===== config.mk =====
export PLATFORM = sky130hd
export DESIGN_NAME = produttore
export DESIGN_NICKNAME = d
export VERILOG_FILES = /design/src/rtl/produttore.sv
export SDC_FILE = /design/constraint.sdc
export NUM_CORES = 1
export LEC_CHECK = 0
export ABC_AREA = 1
export CAP_MARGIN = 0
export CORE_MARGIN = 3
export CORE_UTILIZATION = 45
export CTS_BUF_LIST = sky130_fd_sc_hd__clkbuf_4
export DETAILED_ROUTE_END_ITERATION = 10
export PLACE_DENSITY_LB_ADDON = 0.08
export REMOVE_ABC_BUFFERS = 1
export SYNTH_ARGS = -nofsm -noshare
export SYNTH_HDL_FRONTEND = slang
export SYNTH_SLANG_ARGS = --single-unit

===== constraint.sdc =====
create_clock -name clock -period 4.6 [get_ports clock]
set_input_delay 0.92 -clock clock [delete_from_list [all_inputs] [get_ports clock]]
set_output_delay 0.92 -clock clock [all_outputs]
set_load 0.01 [all_outputs]

===== src/rtl/produttore.sv =====
// produttore: producer stage for the dav_/rfd byte link.
// Accepts nonzero bytes through a valid/ready port into a small FIFO and
// hands them to the consumer one at a time. Zero bytes are dropped and
// counted, since the consumer cannot count down from zero.
module produttore #(
    parameter int unsigned DEPTH = 4
) (
    input  logic                     clock,
    input  logic                     reset,
    input  logic                     src_valid,
    input  logic [7:0]               src_data,
    output logic                     src_ready,
    input  logic                     rfd,
    output logic                     dav_,
    output logic [7:0]               numero,
    output logic [$clog2(DEPTH):0]   level,
    output logic [7:0]               drop_cnt
);

    localparam int unsigned AW = $clog2(DEPTH);
    localparam int unsigned LW = AW + 1;

    // Handshake states: idle, value offered, waiting for rfd to return high
    localparam logic [1:0] S0 = 2'd0;
    localparam logic [1:0] S1 = 2'd1;
    localparam logic [1:0] S2 = 2'd2;

    logic [7:0]    mem [DEPTH];
    logic [AW-1:0] wr_ptr;
    logic [AW-1:0] rd_ptr;
    logic [1:0]    state;
    logic          push;
    logic          pop;
    logic          drop;
    logic          offer;

    // Ready looks only at the current level, so a full FIFO refuses a push
    // even on an edge where it also pops.
    assign src_ready = (level != LW'(DEPTH));
    assign push      = src_valid & src_ready & (src_data != 8'd0);
    assign drop      = src_valid & src_ready & (src_data == 8'd0);
    assign offer     = (state == S0) & (level != '0) & rfd;
    assign pop       = (state == S1) & ~rfd;

    // FIFO storage; contents need no reset because the pointers define validity
    always_ff @(posedge clock) begin
        if (push) begin
            mem[wr_ptr] <= src_data;
        end
    end

    // Pointers and occupancy; DEPTH is a power of two so pointers wrap for free
    always_ff @(posedge clock or posedge reset) begin
        if (reset) begin
            wr_ptr <= '0;
            rd_ptr <= '0;
            level  <= '0;
        end else begin
            if (push) begin
                wr_ptr <= wr_ptr + AW'(1);
            end
            if (pop) begin
                rd_ptr <= rd_ptr + AW'(1);
            end
            case ({push, pop})
                2'b10:   level <= level + LW'(1);
                2'b01:   level <= level - LW'(1);
                default: level <= level;
            endcase
        end
    end

    // Saturating count of discarded zero values
    always_ff @(posedge clock or posedge reset) begin
        if (reset) begin
            drop_cnt <= 8'd0;
        end else if (drop && (drop_cnt != 8'hff)) begin
            drop_cnt <= drop_cnt + 8'd1;
        end
    end

    // Handshake FSM; numero is loaded only when a new value is offered
    always_ff @(posedge clock or posedge reset) begin
        if (reset) begin
            state  <= S0;
            dav_   <= 1'b1;
            numero <= 8'd0;
        end else begin
            case (state)
                S0: begin
                    if (offer) begin
                        numero <= mem[rd_ptr];
                        dav_   <= 1'b0;
                        state  <= S1;
                    end
                end
                S1: begin
                    if (!rfd) begin
                        dav_  <= 1'b1;
                        state <= S2;
                    end
                end
                S2: begin
                    // Wait for rfd high so the consumer never sees a stale offer
                    if (rfd) begin
                        state <= S0;
                    end
                end
                default: begin
                    dav_  <= 1'b1;
                    state <= S0;
                end
            endcase
        end
    end

endmodule


==> key figures, run 1 <==
Global route
  – Number of global-route vias before repair: roughly 1,700
  – Global-route wire length before repair: 7.817 mm
  – Initial antenna violation count: 0
  – Largest net degree at the start of global routing: 27
  – GRT overflow: 0
  – GRT Overall Usage: around 16%

Layout
  – Area added between synthesis and finish: 19.93%
  – Share of cells above drive strength 1: under 10%
  – Final net count: 322
  – Area of the multi-input gates: ~850 um^2
  – Most frequent cells in the layout: nand2_1 (73), nor2_1 (38), clkdlybuf4s50_1 (32), edfxtp_1 (32), inv_1 (28)
  – Area occupied by registers: 1613 um^2
  – # fillers: between 500 and 600
  – # diodes: 0
  – Commonest non-fill, non-tap cell in the layout: nand2_1
  – Fin area: approximately 3100 um^2

Routing
  – Vias post-DR: approximately 1,800
  – Routed wire per std cell: 12.27 um
  – Top routing layer in use: met4
  – Vias/cell: 4.639
  – Wire length on met3: roughly 220 um
  – Metal2 WL: approximately 2.2 mm
  – Drt drc: 0
  – Drt pass-1 iters: 4
  – M1 wire length: about 2.1 mm
  – DRT antenna net count: 0
  – Iter 0 DRT Violations: ~110
  – WL final: between 4 and 5 mm

Pwr
  – Sequential share of power: 46.3%
  – Static Leak: 1.383 nW
  – Overall Power: around 1.7 mW
  – Sw power: 0.5827 mW
  – Clock Power Share: between 20% and 30%
  – PwrDens: 544.6 nW/um^2
  – Cell-internal power: 1.115 mW
  – Worst IR drop on VDD: about 0.00022 V
  – Combinational power share: approximately a third
  – Net Sw Frac: around 34%

Yosys
  – Seq cells post-synth: 58
  – Seq/Total Area, Yosys: between 60% and 70%
  – Post-Synthesis Cells: between 200 and 300
  – Synth Warn #: 0
  – Unique masters post-synth: 25
  – Post-Syn Area per Cell: just under 10 um^2
  – Synth Cell Area: approximately 2600 um^2

Floorplanning
  – Die X: between 80 and 90 um
  – Row count: 27
  – Starting Density: a little under half
  – I/O pin cnt: 33
  – Die Ht: about 80 um
  – Die Footprint: 6723 um^2
  – Core area: between 5000 and 6000 um^2

Status
  – Status: completed

Setup path
  – FF-to-FF End: level[2]$_DFFE_PP0P_
  – Worst setup path startpoint: src_data[0]
  – Crit-path slowest cell: clkdlybuf4s50_1
  – Worst Setup EP: level[2]$_DFFE_PP0P_
  – WS Path Type: in2reg
  – Critical path cell sequence: clkdlybuf4s50_1 > nor2_1 > nand2_1 > inv_1 > nand2_1 > nand2_2 > ha_1 > inv_1 > fa_1 > a21oi_1 > o21ai_0 > xnor2_1
  – Crit path DAT: between 2 and 3 ns
  – Required time worst endpoint: 4.88 ns
  – Delay-heaviest family, CP: buffers and inverters
  – Cell count along the critical path: 12
  – Worst-path fanout max: 7
  – Cell count of the worst reg-to-reg path: 9
  – Worst Path Buf+Inv: 3
  – Register-to-register setup slack: roughly 2.6 ns
  – Slowest stage delay, CP: approximately 0.48 ns
  – Setup crit end kind: flop
  – Critical R2R Launch: level[1]$_DFFE_PP0P_
  – CP Launch Type: primary input

Clocking
  – Num CTS Buffers: 9
  – Clock slew at reported path FFs: about 0.1 ns
  – Worst-skew pair later-pin latency: between 0.3 and 0.4 ns
  – CTS tree: yes
  – Setup Buffers After CTS: 0
  – Hold_buf cts: 0
  – Post_cts resized: 0
  – H-tree depth: 3
  – Clock Tree Root: clkbuf_4
  – Clk sinks: just under 60
  – Clk buf depth: 2

Run
  – MaxCap Viol Count: 0

Placed design
  – PortBufs: 32
  – Post-DP Area: around 3000 um^2
  – GPL Wtd Cong: 0.7978
  – Pre-CTS setup slack: 1.586 ns
  – Dpl hpwl: ~3.2 mm

STA
  – Pins Over Slew Limit: 0
  – Slew margin rel.: a little under a third
  – Tmin final: roughly 2.6 ns
  – Slew @ Worst Pin: 1.041 ns
  – Period utilization: 56.58%
  – Setup TNS: 0 ns
  – Setup violators final: 0
  – Fin. Hold Viols: 0
  – Hold WS: around 0.48 ns
  – Setup Skew: 0.01132 ns
  – Final WS setup: 1.997 ns
  – Fmax: slightly below 400 MHz
  – RSZ-0062 raised after global routing: false

Min path
  – Hold crit path type: reg2reg
worst min path at each step:
stage | startpoint | to | slack, ns | cells after the start
finish | rd_ptr[1]$_DFFE_PP0P_ | rd_ptr[1]$_DFFE_PP0P_ | 0.48 | 1
global route | rd_ptr[1]$_DFFE_PP0P_ | rd_ptr[1]$_DFFE_PP0P_ | 0.49 | 1
CTS | rd_ptr[1]$_DFFE_PP0P_ | rd_ptr[1]$_DFFE_PP0P_ | 0.48 | 1
detailed placement | rd_ptr[1]$_DFFE_PP0P_ | rd_ptr[1]$_DFFE_PP0P_ | 0.47 | 1
global placement | rd_ptr[1]$_DFFE_PP0P_ | rd_ptr[1]$_DFFE_PP0P_ | 0.46 | 1
floorplan | rd_ptr[1]$_DFFE_PP0P_ | rd_ptr[1]$_DFFE_PP0P_ | 0.44 | 1
kinds of logic (layout without fill, tap and decap cells):
group                      Yosys count  count (layout)  share of synthesized area (%)
and+or+nand+nor                    126             126                          19.88
DFF                                 58              58                          62.06
buffers and inverters               34              78                          5.296
AOI/OAI and AO/OA                   31              31                          6.403
xor gates and xnor gates             8               8                          2.696
adders and majority gates            7               7                          3.659
through the flow:
step | util (%) | cells
after floorplan | - | 260
after global placement | 53.86 | 364
after detailed placement | 53.86 | 364
after CTS | 56.26 | 380
after global routing | 56.26 | 380
final | 56.26 | 380
sequential cells by signal, indices dropped and copies added, names as in the netlist:
signal,flops
state,2
wr_ptr,2
drop_cnt,8
numero,8
dav_,1
mem,32
rd_ptr,2
level,3
worst register-to-register path, cell delays in order (launching register included):
cell	delay, ns
dfrtp_1	0.46
nor2_2	0.19
a21oi_4	0.10
nand2_2	0.15
ha_1	0.16
inv_1	0.06
fa_1	0.37
a21oi_1	0.14
o21ai_0	0.11
xnor2_1	0.14
synth_stat cells:
library cell	n	area, um^2
buf_2	2	10.01
fa_1	1	20.02
edfxtp_1	32	960.9
inv_1	28	105.1
nor2_2	3	18.77
nand3_2	1	10.01
nand4_1	1	6.260
nand3b_1	2	15.01
nor2_4	1	11.26
xor2_1	6	52.55
nand2_1	73	274.0
a21oi_4	1	16.27
dfrtp_1	25	625.6
o21ai_1	5	25.02
o21ai_0	23	115.1
buf_4	2	15.01
nand3_1	3	15.01
nor2_1	38	142.6
xnor2_1	2	17.52
ha_1	6	75.07
nand2_2	3	18.77
inv_2	2	7.510
nor3_1	1	5.000
a21oi_1	2	10.01
dfstp_2	1	26.28
power by group through the flow:
stage	clock network [mW]	logic (mW)	registers (mW)
detailed placement	0	0.566	0.800
global route	0.392	0.645	0.802
CTS	0.370	0.567	0.789
finish	0.356	0.555	0.786
global placement	0	0.560	0.794
floorplan	0	0.332	0.803
metal layers:
layer	track usage, %	up-vias
li1	-	925
met5	0	-
met1	20.00	796
met2	25.04	35
met3	5.482	7
met4	8.804	0
area by class of cell:
type | instances | share of cell area [%]
inverters | 30 | 3.613
clock buffers | 12 | 2.890
clock inverters | 4 | 1.365
well taps | 72 | 2.890
multi-input cells | 172 | 27.22
flip-flops and latches | 58 | 51.75
repair buffers | 32 | 10.28
Note: power is estimated with default switching activity, not from simulation.
==> run 2, diff against run 1 <==
==> constraint.sdc (replaced) <==
create_clock -name clock -period 2.2 [get_ports clock]
set_input_delay 0.44 -clock clock [delete_from_list [all_inputs] [get_ports clock]]
set_output_delay 0.44 -clock clock [all_outputs]
set_load 0.01 [all_outputs]
==> key figures, run 2 (synthesis results as in run 1) <==
Global route
  – Largest net degree at the start of global routing: 27 (unchanged)
  – GRT overflow: 0 (unchanged)
  – Initial antenna violation count: 0 (unchanged)
  – Number of global-route vias before repair: 1,725 (was 1,695)
  – GRT Overall Usage: 15.97% (was 16.23%)
  – Global-route wire length before repair: 7.866 mm (was 7.817 mm)

Routing
  – DRT antenna net count: 0 (unchanged)
  – Iter 0 DRT Violations: 141 (was 106)
  – Vias/cell: 4.505 (was 4.639)
  – WL final: 4.593 mm (was 4.663 mm)
  – Drt drc: 0 (unchanged)
  – Routed wire per std cell: 11.48 um (was 12.27 um)
  – Drt pass-1 iters: 4 (unchanged)
  – Vias post-DR: 1,802 (was 1,763)

Layout
  – # fillers: 513 (was 531)
  – Most frequent cells in the layout: nand2_1 (73), nor2_1 (38), clkdlybuf4s50_1 (32), edfxtp_1 (32), inv_1 (28) (unchanged)
  – Max reg flops: 32 (unchanged)
  – Largest regs: mem x32, drop_cnt x8, numero x8 (unchanged)
  – Top reg by flops: mem (unchanged)
  – Commonest non-fill, non-tap cell in the layout: nand2_1 (unchanged)
  – # diodes: 0 (unchanged)
  – Final net count: 342 (was 322)
  – Finished Layout Cells: 400 (was 380)
  – Area added between synthesis and finish: 25.52% (was 19.93%)
  – Share of cells above drive strength 1: 13.41% (was 8.442%)
  – Fin area: 3262 um^2 (was 3117 um^2)

Setup path
  – Worst-path fanout max: 5 (was 7)
  – Required time worst endpoint: 2.46 ns (was 4.88 ns)
  – Worst Path Buf+Inv: 3 (unchanged)
  – Crit path DAT: 2.27 ns (was 2.88 ns)
  – Slowest stage delay, CP: 0.48 ns (about the same)
  – CP Launch Type: primary input (unchanged)
  – Setup crit end kind: flop (unchanged)
  – Critical path cell sequence: clkdlybuf4s50_1 > nor2_1 > nand2_1 > inv_1 > nand2_1 > nand2_2 > ha_1 > inv_1 > fa_1 > a21oi_1 > o21ai_0 > xnor2_1 (unchanged)
  – Delay-heaviest family, CP: buffers and inverters (unchanged)
  – WS Path Type: in2reg (unchanged)
  – Crit-path slowest cell: clkdlybuf4s50_1 (unchanged)

Floorplanning
  – Die X: 82.00 um (unchanged)
  – Row count: 27 (unchanged)
  – Die Ht: 82.00 um (unchanged)
  – Core area: 5540 um^2 (unchanged)
  – I/O pin cnt: 33 (unchanged)
  – Starting Density: 46.91% (unchanged)
  – Die Footprint: 6723 um^2 (unchanged)

Clocking
  – Hold_buf cts: 0 (unchanged)
  – Clk sinks: 58 (unchanged)
  – Worst-skew pair later-pin latency: 0.37 ns (was 0.39 ns)
  – Clock Tree Root: clkbuf_4 (unchanged)
  – H-tree depth: 3 (unchanged)
  – Setup Buffers After CTS: 0 (unchanged)
  – Post_cts resized: 0 (unchanged)
  – Num CTS Buffers: 9 (unchanged)
  – Clock slew at reported path FFs: 0.10 ns (about the same)
  – CTS tree: yes (unchanged)
  – Clk buf depth: 2 (unchanged)

Placed design
  – Post-DP Area: 3134 um^2 (was 2984 um^2)
  – Placed insts: 384 (was 364)
  – GPL Wtd Cong: 0.7897 (was 0.7978)
  – PortBufs: 32 (unchanged)
  – Dpl hpwl: 3.251 mm (was 3.188 mm)

Pwr
  – PwrDens: 1107 nW/um^2 (was 544.6 nW/um^2)
  – Sw power: 1.222 mW (was 0.5827 mW)
  – Combinational power share: 35.4% (was 32.7%)
  – Clock Power Share: 19.8% (was 21.0%)
  – Static Leak: 1.474 nW (was 1.383 nW)
  – Net Sw Frac: 33.84% (was 34.33%)
  – Cell-internal power: 2.389 mW (was 1.115 mW)
  – Sequential share of power: 44.7% (was 46.3%)
  – Overall Power: 3.611 mW (was 1.697 mW)
  – Worst IR drop on VDD: 0.0004754 V (was 0.0002191 V)

STA
  – Slew @ Worst Pin: 0.4189 ns (was 1.041 ns)
  – Setup Skew: 0.009421 ns (was 0.01132 ns)
  – Fmax: 497.5 MHz
  – Slew margin rel.: 72.05% (was 30.53%)
  – Tmin final: just over 2 ns
  – Hold WS: 0.4162 ns (was 0.4772 ns)
  – Setup violators final: 0 (unchanged)
  – Period utilization: about nine tenths
  – Fin. Hold Viols: 0 (unchanged)
  – Pins Over Slew Limit: 0 (unchanged)
  – RSZ-0062 raised after global routing: false (unchanged)

Status
  – Status: completed (unchanged)

Min path
  – Hold crit path type: in2async (was reg2reg)

Run
  – MaxCap Viol Count: 0 (unchanged)
-- run 2: tightest hold or removal path, cell delays in order --
cell and delay, ns:
clkdlybuf4s50_1 0.39, inv_1 0.05, buf_4 0.31
-- run 2: final cells by class --
type,count,area [um^2],share of cell area [%]
flip-flops and latches,58,1613,49.44
multi-input cells,172,848.3,26.01
repair buffers,52,470.5,14.42
inverters,30,112.6,3.452
well taps,72,90.09,2.762
clock buffers,11,82.58,2.532
clock inverters,5,45.04,1.381
-- run 2: layer usage --
metal	vias to the layer above	global-route usage, %	share of wire [%]
met1	805	20.11	46
met4	0	8.804	1.4
met2	26	25.20	48
li1	965	-	-
met3	6	3.838	3.6
met5	-	0	0
-- run 2: power groups by stage --
stage	clock [mW]	sequential [mW]	combinational [mW]
detailed placement	0	1.64	1.30
global placement	0	1.63	1.29
floorplan	0	1.68	0.694
finish	0.716	1.62	1.28
CTS	0.742	1.62	1.31
global route	0.809	1.65	1.49
-- run 2: path summary, 6_finish.rpt --
check | startpoint | end | slack [ns] | cells past startpoint
hold reg to reg | rd_ptr[1]$_DFFE_PP0P_ | rd_ptr[1]$_DFFE_PP0P_ | 0.48 | 1
hold / removal | reset | level[2]$_DFFE_PP0P_ | 0.42 | 3
max in group asynchronous | reset | dav_$_DFFE_PP1P_ | 1.49 | 3
setup reg to reg | level[1]$_DFFE_PP0P_ | level[2]$_DFFE_PP0P_ | 0.36 | 9
min in group clock | rd_ptr[1]$_DFFE_PP0P_ | rd_ptr[1]$_DFFE_PP0P_ | 0.48 | 1
setup / recovery | src_data[5] | level[2]$_DFFE_PP0P_ | 0.19 | 12
-- run 2: per-stage QoR --
step	util (%)	setup slack, ns	TNS, ns
after floorplan	-	0.3163	0
after global placement	56.57	-0.1657	-0.1657
after detailed placement	56.57	-0.2135	-0.2617
after CTS	58.88	0.1672	0
after global routing	58.88	0.02888	0
final	58.88	0.1900	0
